[src/rtl/ahb_ap_arbiter.sv]
// ahb_ap_arbiter
// Shares the single AFT bus-master port between the CPU data requester and
// the JTAG debug access point. The grant is held across locked multi-beat
// sequences. A starvation counter forces a debug grant after STARVE_LIMIT
// consecutive CPU completions while debug is waiting.
//
// Ports
//   AFT_CLK, TRST          clock (rising edge), async active-low reset
//   cpu_* / dbg_*          requester side: ren/wen/addr/wdata/byte_en/lock in,
//                          busy/rdata out
//   ren, wen, addr, wdata, byte_en   downstream request (out)
//   busy, rdata            downstream completion status / read data (in)
//   grant_cpu, grant_dbg   decoded registered grant state
//
// state   | meaning
// IDLE    | no grant; downstream request lines driven to 0
// GNT_CPU | CPU owns the downstream port
// GNT_DBG | debug access point owns the downstream port

module ahb_ap_arbiter #(
   parameter int STARVE_LIMIT = 4
) (
   input  logic        AFT_CLK,
   input  logic        TRST,
   input  logic        cpu_ren,
   input  logic        cpu_wen,
   input  logic [31:0] cpu_addr,
   input  logic [31:0] cpu_wdata,
   input  logic [3:0]  cpu_byte_en,
   input  logic        cpu_lock,
   output logic        cpu_busy,
   output logic [31:0] cpu_rdata,
   input  logic        dbg_ren,
   input  logic        dbg_wen,
   input  logic [31:0] dbg_addr,
   input  logic [31:0] dbg_wdata,
   input  logic [3:0]  dbg_byte_en,
   input  logic        dbg_lock,
   output logic        dbg_busy,
   output logic [31:0] dbg_rdata,
   output logic        ren,
   output logic        wen,
   output logic [31:0] addr,
   output logic [31:0] wdata,
   output logic [3:0]  byte_en,
   input  logic        busy,
   input  logic [31:0] rdata,
   output logic        grant_cpu,
   output logic        grant_dbg
);

   typedef enum logic [1:0] {
      IDLE    = 2'd0,
      GNT_CPU = 2'd1,
      GNT_DBG = 2'd2
   } state_t;

   localparam logic [3:0] LIMIT = 4'(STARVE_LIMIT);

   state_t     state, state_nxt;
   logic [3:0] starve_cnt, starve_nxt, starve_inc;
   logic       req_cpu, req_dbg;
   logic       cpu_done, dbg_done;

   assign req_cpu  = cpu_ren | cpu_wen;
   assign req_dbg  = dbg_ren | dbg_wen;
   assign cpu_done = (state == GNT_CPU) & req_cpu & ~busy;
   assign dbg_done = (state == GNT_DBG) & req_dbg & ~busy;

   // Saturating count value this completion would produce; the lock check
   // below looks at it so a lock cannot extend past the limit.
   assign starve_inc = (starve_cnt == 4'hF) ? 4'hF : starve_cnt + 4'd1;

   always_ff @(posedge AFT_CLK or negedge TRST) begin
      if (!TRST) begin
         state      <= IDLE;
         starve_cnt <= 4'd0;
      end else begin
         state      <= state_nxt;
         starve_cnt <= starve_nxt;
      end
   end

   always_comb begin
      state_nxt = state;
      case (state)
         IDLE: begin
            if (req_cpu && req_dbg)
               state_nxt = (starve_cnt >= LIMIT) ? GNT_DBG : GNT_CPU;
            else if (req_cpu)
               state_nxt = GNT_CPU;
            else if (req_dbg)
               state_nxt = GNT_DBG;
         end
         GNT_CPU: begin
            if (!req_cpu)
               state_nxt = IDLE;
            else if (cpu_done) begin
               if (cpu_lock && !(req_dbg && (starve_inc >= LIMIT)))
                  state_nxt = GNT_CPU;
               else
                  state_nxt = IDLE;
            end
         end
         GNT_DBG: begin
            if (!req_dbg)
               state_nxt = IDLE;
            else if (dbg_done)
               state_nxt = dbg_lock ? GNT_DBG : IDLE;
         end
         default: state_nxt = IDLE;
      endcase
   end

   always_comb begin
      starve_nxt = starve_cnt;
      if (!req_dbg)
         starve_nxt = 4'd0;
      else if ((state_nxt == GNT_DBG) && (state != GNT_DBG))
         starve_nxt = 4'd0;
      else if (cpu_done)
         starve_nxt = starve_inc;
   end

   // Downstream mux; a simultaneous ren+wen is forwarded as a write.
   always_comb begin
      ren     = 1'b0;
      wen     = 1'b0;
      addr    = 32'd0;
      wdata   = 32'd0;
      byte_en = 4'd0;
      case (state)
         GNT_CPU: begin
            wen     = cpu_wen;
            ren     = cpu_ren & ~cpu_wen;
            addr    = cpu_addr;
            wdata   = cpu_wdata;
            byte_en = cpu_byte_en;
         end
         GNT_DBG: begin
            wen     = dbg_wen;
            ren     = dbg_ren & ~dbg_wen;
            addr    = dbg_addr;
            wdata   = dbg_wdata;
            byte_en = dbg_byte_en;
         end
         default: ;
      endcase
   end

   assign grant_cpu = (state == GNT_CPU);
   assign grant_dbg = (state == GNT_DBG);
   assign cpu_busy  = req_cpu & ~(grant_cpu & ~busy);
   assign dbg_busy  = req_dbg & ~(grant_dbg & ~busy);
   assign cpu_rdata = grant_cpu ? rdata : 32'd0;
   assign dbg_rdata = grant_dbg ? rdata : 32'd0;

endmodule

[config.mk]
export PLATFORM = sky130hd
export DESIGN_NAME = ahb_ap_arbiter
export DESIGN_NICKNAME = d
export VERILOG_FILES = /design/src/rtl/ahb_ap_arbiter.sv
export SDC_FILE = /design/constraint.sdc
export NUM_CORES = 1
export LEC_CHECK = 0
export CAP_MARGIN = 20
export CORE_AREA = 2 2 122 124
export CTS_CLUSTER_DIAMETER = 40
export DETAILED_ROUTE_END_ITERATION = 10
export DIE_AREA = 0 0 124 126
export GPL_ROUTABILITY_DRIVEN = 0
export SLEW_MARGIN = 5
export SYNTH_ARGS = -nofsm -noshare
export SYNTH_HDL_FRONTEND = slang
export SYNTH_SLANG_ARGS = --single-unit
export TNS_END_PERCENT = 50
[constraint.sdc]
create_clock -name AFT_CLK -period 2.1 [get_ports AFT_CLK]
set_input_delay 0.315 -clock AFT_CLK [delete_from_list [all_inputs] [get_ports AFT_CLK]]
set_output_delay 0.315 -clock AFT_CLK [all_outputs]
set_load 0.01 [all_outputs]
Word-level counts from Yosys, hierarchy flattened
Cells that the tools add are included.
Word-level totals
  memory bits (writable): 0
  bits in latches: 0
  output and inout bits: 138
  input bits: 177
  memory bits (read-only): 0
  register bits: 6
  memories kept: 0
  logic and storage cells: 56
Operators by class
  order comparisons: 2
  add/sub/neg operators: 1
  $mul: 0
  shift operators: 0
  reduce and logical (&&, ||, !) cells: 6
  div/mod/pow operators: 0
  eq/ne operators: 6
  mux-type cells: 22
  bitwise gates (word level): 17
Operators by type and width (number)
  $pmux 32 s2: 2
  $mux 32: 2
  $mux 2: 9
  $mux 4: 4
  $and 1x1->1: 10
  $ge 4x3->1 const B: 2
  $pmux 4 s2: 1
  $pmux 2 s3: 1
  $not 1->1: 5
  $add 4x1->4 const B: 1
  $eq 2x2->1 const B: 2
  $eq 4x4->1 const B: 1
  $logic_and 1x1->1: 4
  $pmux 1 s2: 2
  $ne 3x1->1 const B: 1
  $eq 2x1->1 const B: 1
  $logic_not 2->1: 1
  $ne 2x2->1 const B: 1
  $or 1x1->1: 2
  $logic_not 1->1: 1
  $mux 1: 1

Depth between registers and ports, before layout
Gate-level depths: netlist of run 1.
  depth after elaboration: 14
  mapped depth: 8
  gate-level depth less buffers: 7

Least setup slack after synthesis of run 1
No wires, ideal clock.
  path type: register to output
  start: reg state[1]
  end: out ren
  buffers on the path: 3
  arrival: 1831 ps
  cell stages (with the launch flop): 8
  required time: 1785 ps
  setup slack: -46 ps
  cell sequence: dfrtp_1 inv_1 ha_1 clkbuf_1 clkbuf_1 clkbuf_1 nand3b_1 a21boi_0
On the way
  cells in the longest elaborated chain, start to end: 2
  elaborated cells between the ends (all ways): 3
  classes of those cells: eq/ne (2); mux (1)
Ends and longest elaborated chain
  start: declaration: RTL line 60  | state_t state, state_nxt;
  start signal: assignment: RTL line 79  | state <= state_nxt;
  $eq 2x1->1
  via grant_cpu: RTL line 48  | output logic grant_cpu,
  $pmux 1 s2: RTL line 132  | case (state)
  end: declaration: RTL line 41  | output logic ren,
The timed path passes the listed nets, and every way through them passes these cells.

Final worst setup path of run 1
  start: reg state[1]
  end: out addr[28]
On the way
  cells in the longest elaborated chain, start to end: 2
  elaborated cells between the ends (all ways): 3
  classes of those cells: eq/ne (2); mux (1)
Ends and longest elaborated chain
  $eq 2x2->1 or $eq 2x1->1 (tied branches): RTL line 132
  $pmux 32 s2 *: RTL line 132
  end: declaration: RTL line 43  | output logic [31:0] addr,
Mark *: on every way between the ends. The rest lies on a longest branch, timed or not.

==> impl_metrics.json, run 1 <==
{
  "max_freq_mhz": 470,
  "hpwlAfterDp_um": 9840,
  "ys_seq_area_share_pct": 7.47,
  "cp-start-kind": "flop",
  "fin_crit_ns": 2.13,
  "p_sw_mw": 2.60,
  "period_share_pct": 101,
  "avgSynthCellArea_sq_um": 6.91,
  "clock_latency_ns": 0.23,
  "p_seq_share_pct": 3.4,
  "async_reset_ff_share_pct": 100,
  "cts_tree": "yes",
  "reg2reg_from": "state[1]$_DFF_PN0_",
  "dp_cells": 774,
  "syn_to_final_growth_pct": 184,
  "cts_buffer_depth": 2,
  "p_per_area_mw_per_mm2": 1020,
  "drc": 0,
  "drt_iter0_markers": 84,
  "root_buffer": "clkbuf_16",
  "nets": 800,
  "cp_top_family": "buffers and inverters",
  "synth.top_cell.area_share_pct": 25.8,
  "grt_pass1_vias": 3439,
  "fin_ws_ns": -0.0297,
  "final_area_sq_mm": 0.00570,
  "setup_violations": 6,
  "yosysWarnings": 0,
  "switching_share_pct": 44.8,
  "port_buffers": 314,
  "status": "finished with violations",
  "regToRegSetupSlack_ns": 0.03,
  "final_max_slew_viol_count": 0,
  "synth_top_flop_cell": "dfrtp_1",
  "p_clk_share_pct": 5.3,
  "synth_fp_nets": 473,
  "row_count": 44,
  "synth_edf_count": 0,
  "clock-skew-final_ns": 0.00331,
  "overflow": 0,
  "start_util_pct": 14.0,
  "antenna_found_initial": 0,
  "clock_sinks": 6,
  "fill_cells": 1508,
  "ctsHoldBuffers": 0,
  "critPathBufInv": 4,
  "cts-buffers-inserted": 3,
  "coreArea_sq_mm": 0.0143,
  "dr.pass1.iters": 4,
  "syn_inst": 291,
  "hold_viol": 0,
  "yosysUniqueCellTypes": 36,
  "yosys.area.top_type": "a22oi_1",
  "rsz0062_at_grt": "yes",
  "rr_endpoint": "starve_cnt[0]$_DFFE_PN0P_",
  "critPathMaxFanout": 26,
  "violations": "setup timing",
  "power_mw": 5.81,
  "wirelength_um": 13300,
  "diodes": 0,
  "yosysMostFrequentCell": "nor2b_1",
  "htree_levels": 1,
  "dieArea_sq_mm": 0.0156,
  "drive_gt1_share_pct": 20.9,
  "synth_area_leaders": "a22oi_1 (26%), nor2b_1 (22%), and2_1 (20%)",
  "reg2regPathDepth": 10,
  "crit_path_cell_trace": "buf_6, ha_4, buf_4, buf_12, a22oi_1, nor2b_1, dlygate4sd2_1",
  "worst_path_largest_cell_delay_ns": 0.39,
  "netlist_area_sq_mm": 0.00201,
  "tightestPinTransition_ns": 0.329,
  "grt_pass1_wl_um": 18000,
  "placed_area_sq_mm": 0.00549,
  "final_antenna_net_count": 0,
  "post_drt_via_cell_ratio": 4.39,
  "combPwrFrac_pct": 91.3,
  "maxCapViolCount": 0,
  "crit_arrival_ns": 1.81,
  "grt_start_max_net_pins": 42,
  "wl_per_cell_um": 16.6,
  "intPower_mw": 3.20,
  "worstSetupPathType": "reg -> out",
  "path_clk_slew_ns": 0.03,
  "fp.dieW_um": 124,
  "peakVddDrop_uv": 434,
  "crit_required_ns": 1.78,
  "yosys_register_bits": 6,
  "maxSlewHeadroom_pct": 78.0,
  "io_pins": 315,
  "grtUsageTotal_pct": 14.5,
  "synth.top_cells.by_count": "nor2b_1 (71), a22oi_1 (69), and2_1 (64), clkbuf_1 (26), dfrtp_1 (6)",
  "p_leak_nw": 2.68,
  "stdcell_count": 800,
  "vias": 3515,
  "slowest_stage": "dfrtp_1",
  "holdCritPathClass": "in -> async",
  "end_kind": "output pin",
  "die_h_um": 126
}
-- final cells by class --
cell class / instances / area (sq um) / share of cell area, %
Timing Repair Buffer: 354 / 3350 / 58.7
Clock buffer: 3 / 75.1 / 1.32
Sequential cell: 6 / 150 / 2.63
Multi-Input combinational cell: 249 / 1880 / 33.0
Tap cell: 184 / 230 / 4.04
Inverter: 4 / 15.0 / 0.263
-- how the worst max path moves through the flow --
stage / from / end / slack, ns / cells after the start
after floorplan: state[1]$_DFF_PN0_ / addr[0] / 0.02 / 7
after global placement: cpu_ren / starve_cnt[2]$_DFFE_PN0P_ / -0.05 / 5
after detailed placement: cpu_ren / starve_cnt[1]$_DFFE_PN0P_ / -0.08 / 5
after CTS: state[1]$_DFF_PN0_ / addr[5] / -0.15 / 6
after global routing: state[1]$_DFF_PN0_ / addr[28] / -0.11 / 7
final: state[1]$_DFF_PN0_ / addr[28] / -0.03 / 7
-- through the flow --
stage	setup WS [ns]	utilization, %	setup TNS (ns)	hold WS, ns
2_1_floorplan	0.0168	-	0	0.0194
3_3_place_gp	-0.0489	38.3	-0.240	0.573
3_5_place_dp	-0.0830	38.3	-0.547	0.588
4_1_cts	-0.152	38.7	-0.961	0.360
5_1_grt	-0.112	39.8	-0.860	0.376
6_report	-0.0297	39.8	-0.0937	0.354
-- layer usage --
| layer | GRT usage (%) | wire length (um) |
|---|---|---|
| met2 | 28.5 | 6890 |
| met4 | 1.72 | 170 |
| met3 | 4.12 | 1460 |
| met1 | 15.4 | 4780 |
| met5 | 0 | 0 |
-- logic make-up (layout without fill, tap and decap cells) --
group	Yosys count	in the layout	synth area share (%)
buf+inv	36	361	7.03
flops	6	6	7.47
fa+ha+maj	5	5	3.11
mux	1	1	0.498
compound gates	88	88	33.0
simple gates	155	155	48.8
-- worst register-to-register path: cells and delay by family (launching register included) --
kind	cells	cell delay, ns
buffers and inverters	4	0.62
AO/OA/AOI/OAI	3	0.48
flip-flops	1	0.39
AND/OR/NAND/NOR	2	0.27
adder cells (fa/ha/maj)	1	0.19
-- power by group through the flow --
stage          Sequential (mW)  Clock [mW]  Combinational [mW]
2_1_floorplan            0.183           0                2.40
3_3_place_gp             0.182           0                5.15
3_5_place_dp             0.186           0                5.18
4_1_cts                  0.190       0.310                5.03
5_1_grt                  0.202       0.317                5.75
6_report                 0.196       0.307                5.31
-- flip-flops by register name, indices dropped and copies added, names as in the netlist --
| signal | flops |
|---|---|
| starve_cnt | 4 |
| state | 2 |
-- placed cells by master (no fill, tap or decap), drive strengths merged, types with 4 or more instances in the layout --
cell type	netlist	final
a21oi	4	4
a22oi	69	69
and2	64	64
buf	6	40
clkbuf	26	55
clkdlybuf4s15	0	7
clkdlybuf4s50	0	176
dfrtp	6	6
dlygate4sd2	0	67
dlymetal6s2s	0	12
ha	5	5
inv	4	4
nor2	4	4
nor2b	71	71
nor3	4	4
o21ai	4	4
-- timing repair --
| item | 4_1_cts | 5_1_grt |
|---|---|---|
| pin swaps | 4 | 8 |
| gates cloned | 3 | 5 |
| endpoints found under the setup margin | 135 | 64 |
| setup buffers | 3 | 13 |
| hold endpoints to repair | 0 | 0 |
| resized for setup | 141 | 151 |
No activity file was read; power rests on OpenSTA's default activity.
==> run 2, diff against run 1 <==
ABC_AREA = 1   (was default)
CORE_AREA = 2 2 121 123   (was 2 2 122 124)
DIE_AREA = 0 0 123 125   (was 0 0 124 126)
==> impl_metrics.json, run 2 <==
{
  "yosys_register_bits": 6,
  "ctsHoldBuffers": 0,
  "yosys.area.top_type": "nand2_1",
  "fill_cells": 1534,
  "layout_common_cells": "nand2_1 (226), clkdlybuf4s50_1 (177), inv_1 (78), a21oi_1 (71), dlygate4sd2_1 (44)",
  "grt_pass1_wl_um": 20400,
  "status": "finished with violations",
  "peakVddDrop_uv": 433,
  "coreArea_sq_mm": 0.0142,
  "drive_gt1_share_pct": 13.5,
  "dieArea_sq_mm": 0.0154,
  "dr.pass1.iters": 4,
  "yosysWarnings": 0,
  "critPathMaxFanout": 6,
  "port_buffers": 314,
  "final_common_cell": "nand2_1",
  "start_util_pct": 14.5,
  "cts-buffers-inserted": 3,
  "root_buffer": "clkbuf_16",
  "p_per_area_mw_per_mm2": 1090,
  "final_antenna_net_count": 0,
  "cts_tree": "yes",
  "rsz0062_at_grt": "yes",
  "nets": 977,
  "dp_cells": 957,
  "period_share_pct": 101,
  "clock_latency_ns": 0.22,
  "die_h_um": 125,
  "synth_top_flop_cell": "dfrtp_1",
  "crit_arrival_ns": 1.80,
  "p_leak_nw": 3.34,
  "htree_levels": 1,
  "vias": 3983,
  "tightestPinTransition_ns": 0.308,
  "cts_buffer_depth": 2,
  "maxCapViolCount": 0,
  "avgSynthCellArea_sq_um": 4.48,
  "syn_to_final_growth_pct": 178,
  "synth.top_cell.area_share_pct": 41.2,
  "end_kind": "output pin",
  "drt_iter0_markers": 149,
  "yosysUniqueCellTypes": 17,
  "overflow": 0,
  "worst_path_largest_cell_delay_ns": 0.39,
  "wl_per_cell_um": 14.8,
  "final_max_slew_viol_count": 0,
  "largest_reg_flops": 4,
  "grt_start_max_net_pins": 36,
  "holdCritPathClass": "in -> async",
  "hpwlAfterDp_um": 11000,
  "grt_pass1_vias": 3799,
  "hold_viol": 0,
  "fin_crit_ns": 2.11,
  "antenna_found_initial": 1,
  "maxSlewHeadroom_pct": 79.4,
  "synth.top_cells.by_count": "nand2_1 (226), inv_1 (80), a21oi_1 (73), clkbuf_1 (18), nor2_1 (14)",
  "setup_violations": 1,
  "post_drt_via_cell_ratio": 4.07,
  "crit_path_cell_trace": "buf_6, ha_4, buf_4, bufbuf_16, buf_4, nand2_1, inv_1, clkdlybuf4s15_1",
  "drc": 0,
  "fin_tns_setup_ns": -0.0122,
  "wirelength_um": 14500,
  "stdcell_count": 978,
  "top_register": "starve_cnt",
  "row_count": 44,
  "syn_inst": 460,
  "fin_ws_ns": -0.0122,
  "synth_area_leaders": "nand2_1 (41%), a21oi_1 (18%), inv_1 (15%)",
  "clock-skew-final_ns": 0.00140,
  "max_freq_mhz": 473,
  "pre_cts_slack_ns": -0.0703,
  "io_pins": 315,
  "path_clk_slew_ns": 0.03,
  "netlist_area_sq_mm": 0.00206,
  "slowest_stage": "dfrtp_1",
  "cpMostUsedCell": "buf_4",
  "violations": "setup timing",
  "grtUsageTotal_pct": 17.0,
  "synth_fp_nets": 642,
  "async_reset_ff_share_pct": 100,
  "yosysMostFrequentCell": "nand2_1",
  "reg.largest.list": "starve_cnt: 4 flops, state: 2 flops",
  "clock_sinks": 6,
  "synth_edf_count": 0,
  "cp-start-kind": "flop",
  "fp.dieW_um": 123,
  "crit_required_ns": 1.78,
  "worstSetupPathType": "reg -> out",
  "ys_seq_area_share_pct": 7.29
}
==> run 2: cell count changes after synthesis, sizes merged, moves of 3 or more <==
cell | before | now
o21ai | 4 | 1
nand3 | 2 | 14
nor2b | 71 | 0
a21oi | 4 | 73
clkbuf | 26 | 18
and2 | 64 | 0
nand2 | 2 | 226
nor3 | 4 | 0
inv | 4 | 82
nor2 | 4 | 18
buf | 6 | 13
a22oi | 69 | 0
==> run 2: worst paths after layout <==
path,start,end,slack [ns],depth (start not counted)
setup reg to reg,state[0]$_DFF_PN0_,starve_cnt[0]$_DFFE_PN0P_,0.23,14
setup / recovery,state[1]$_DFF_PN0_,dbg_rdata[1],-0.01,8
max in group asynchronous,TRST,state[1]$_DFF_PN0_,1.52,1
hold reg to reg,starve_cnt[3]$_DFFE_PN0P_,starve_cnt[3]$_DFFE_PN0P_,0.59,2
hold / removal,TRST,starve_cnt[1]$_DFFE_PN0P_,0.35,1
min in group AFT_CLK,starve_cnt[3]$_DFFE_PN0P_,starve_cnt[3]$_DFFE_PN0P_,0.59,2
==> run 2: what timing repair did <==
action / 4_1_cts / 5_1_grt
gates resized for setup: 121 / 139
setup buffers: 1 / 11
setup endpoints to repair: 137 / 77
cloned: 3 / 2
pin swaps: 1 / 0
==> run 2: critical path, delay by kind of cell (launching register included) <==
kind | cells | cell delay (ns)
fa+ha+maj | 1 | 0.19
buf+inv | 6 | 0.93
flops | 1 | 0.39
simple gates | 1 | 0.05
==> run 2: cell families (layout without fill, tap and decap cells) <==
logic type	Yosys count	in the layout	synth area share (%)
fa+ha+maj	5	5	3.04
buf+inv	113	446	21.6
other cells	0	1	0
compound gates	75	75	18.3
flops	6	6	7.29
simple gates	261	261	49.8
==> run 2: per-layer routing <==
metal	routed length [um]	part of all wire [%]	GRT usage [%]
met1	5560	38	19.2
met2	7070	49	30.9
met3	1650	11	5.25
met4	221	1.5	3.41
met5	0	0	0
==> run 2: per-stage QoR <==
stage	util, %	hold WS [ns]	total power, mW	cell area [sq um]
finish	40.3	0.348	6.22	5730
global route	40.3	0.362	6.78	5730
CTS	39.8	0.356	5.95	5650
floorplan	-	0.0194	2.60	2060
detailed placement	39.6	0.579	5.92	5620
global placement	39.6	0.571	5.94	5620
==> run 2: where the power goes <==
part           switching (mW)  leakage, nW  internal [mW]  total, mW
combinational            2.99         3.22           2.73       5.72
clock                  0.0596       0.0370          0.244      0.304
sequential             0.0432       0.0797          0.157      0.201
total                    3.09         3.34           3.13       6.22
==> run 2: final cells by class <==
cell class	count	area [sq um]	share of cell area, %
Timing Repair Buffer	361	3470	60.5
Multi-Input combinational cell	341	1500	26.1
Inverter	82	310	5.41
Tap cell	184	230	4.02
Sequential cell	6	150	2.62
Clock buffer	3	75.1	1.31
Antenna cell	1	2.50	0.0437
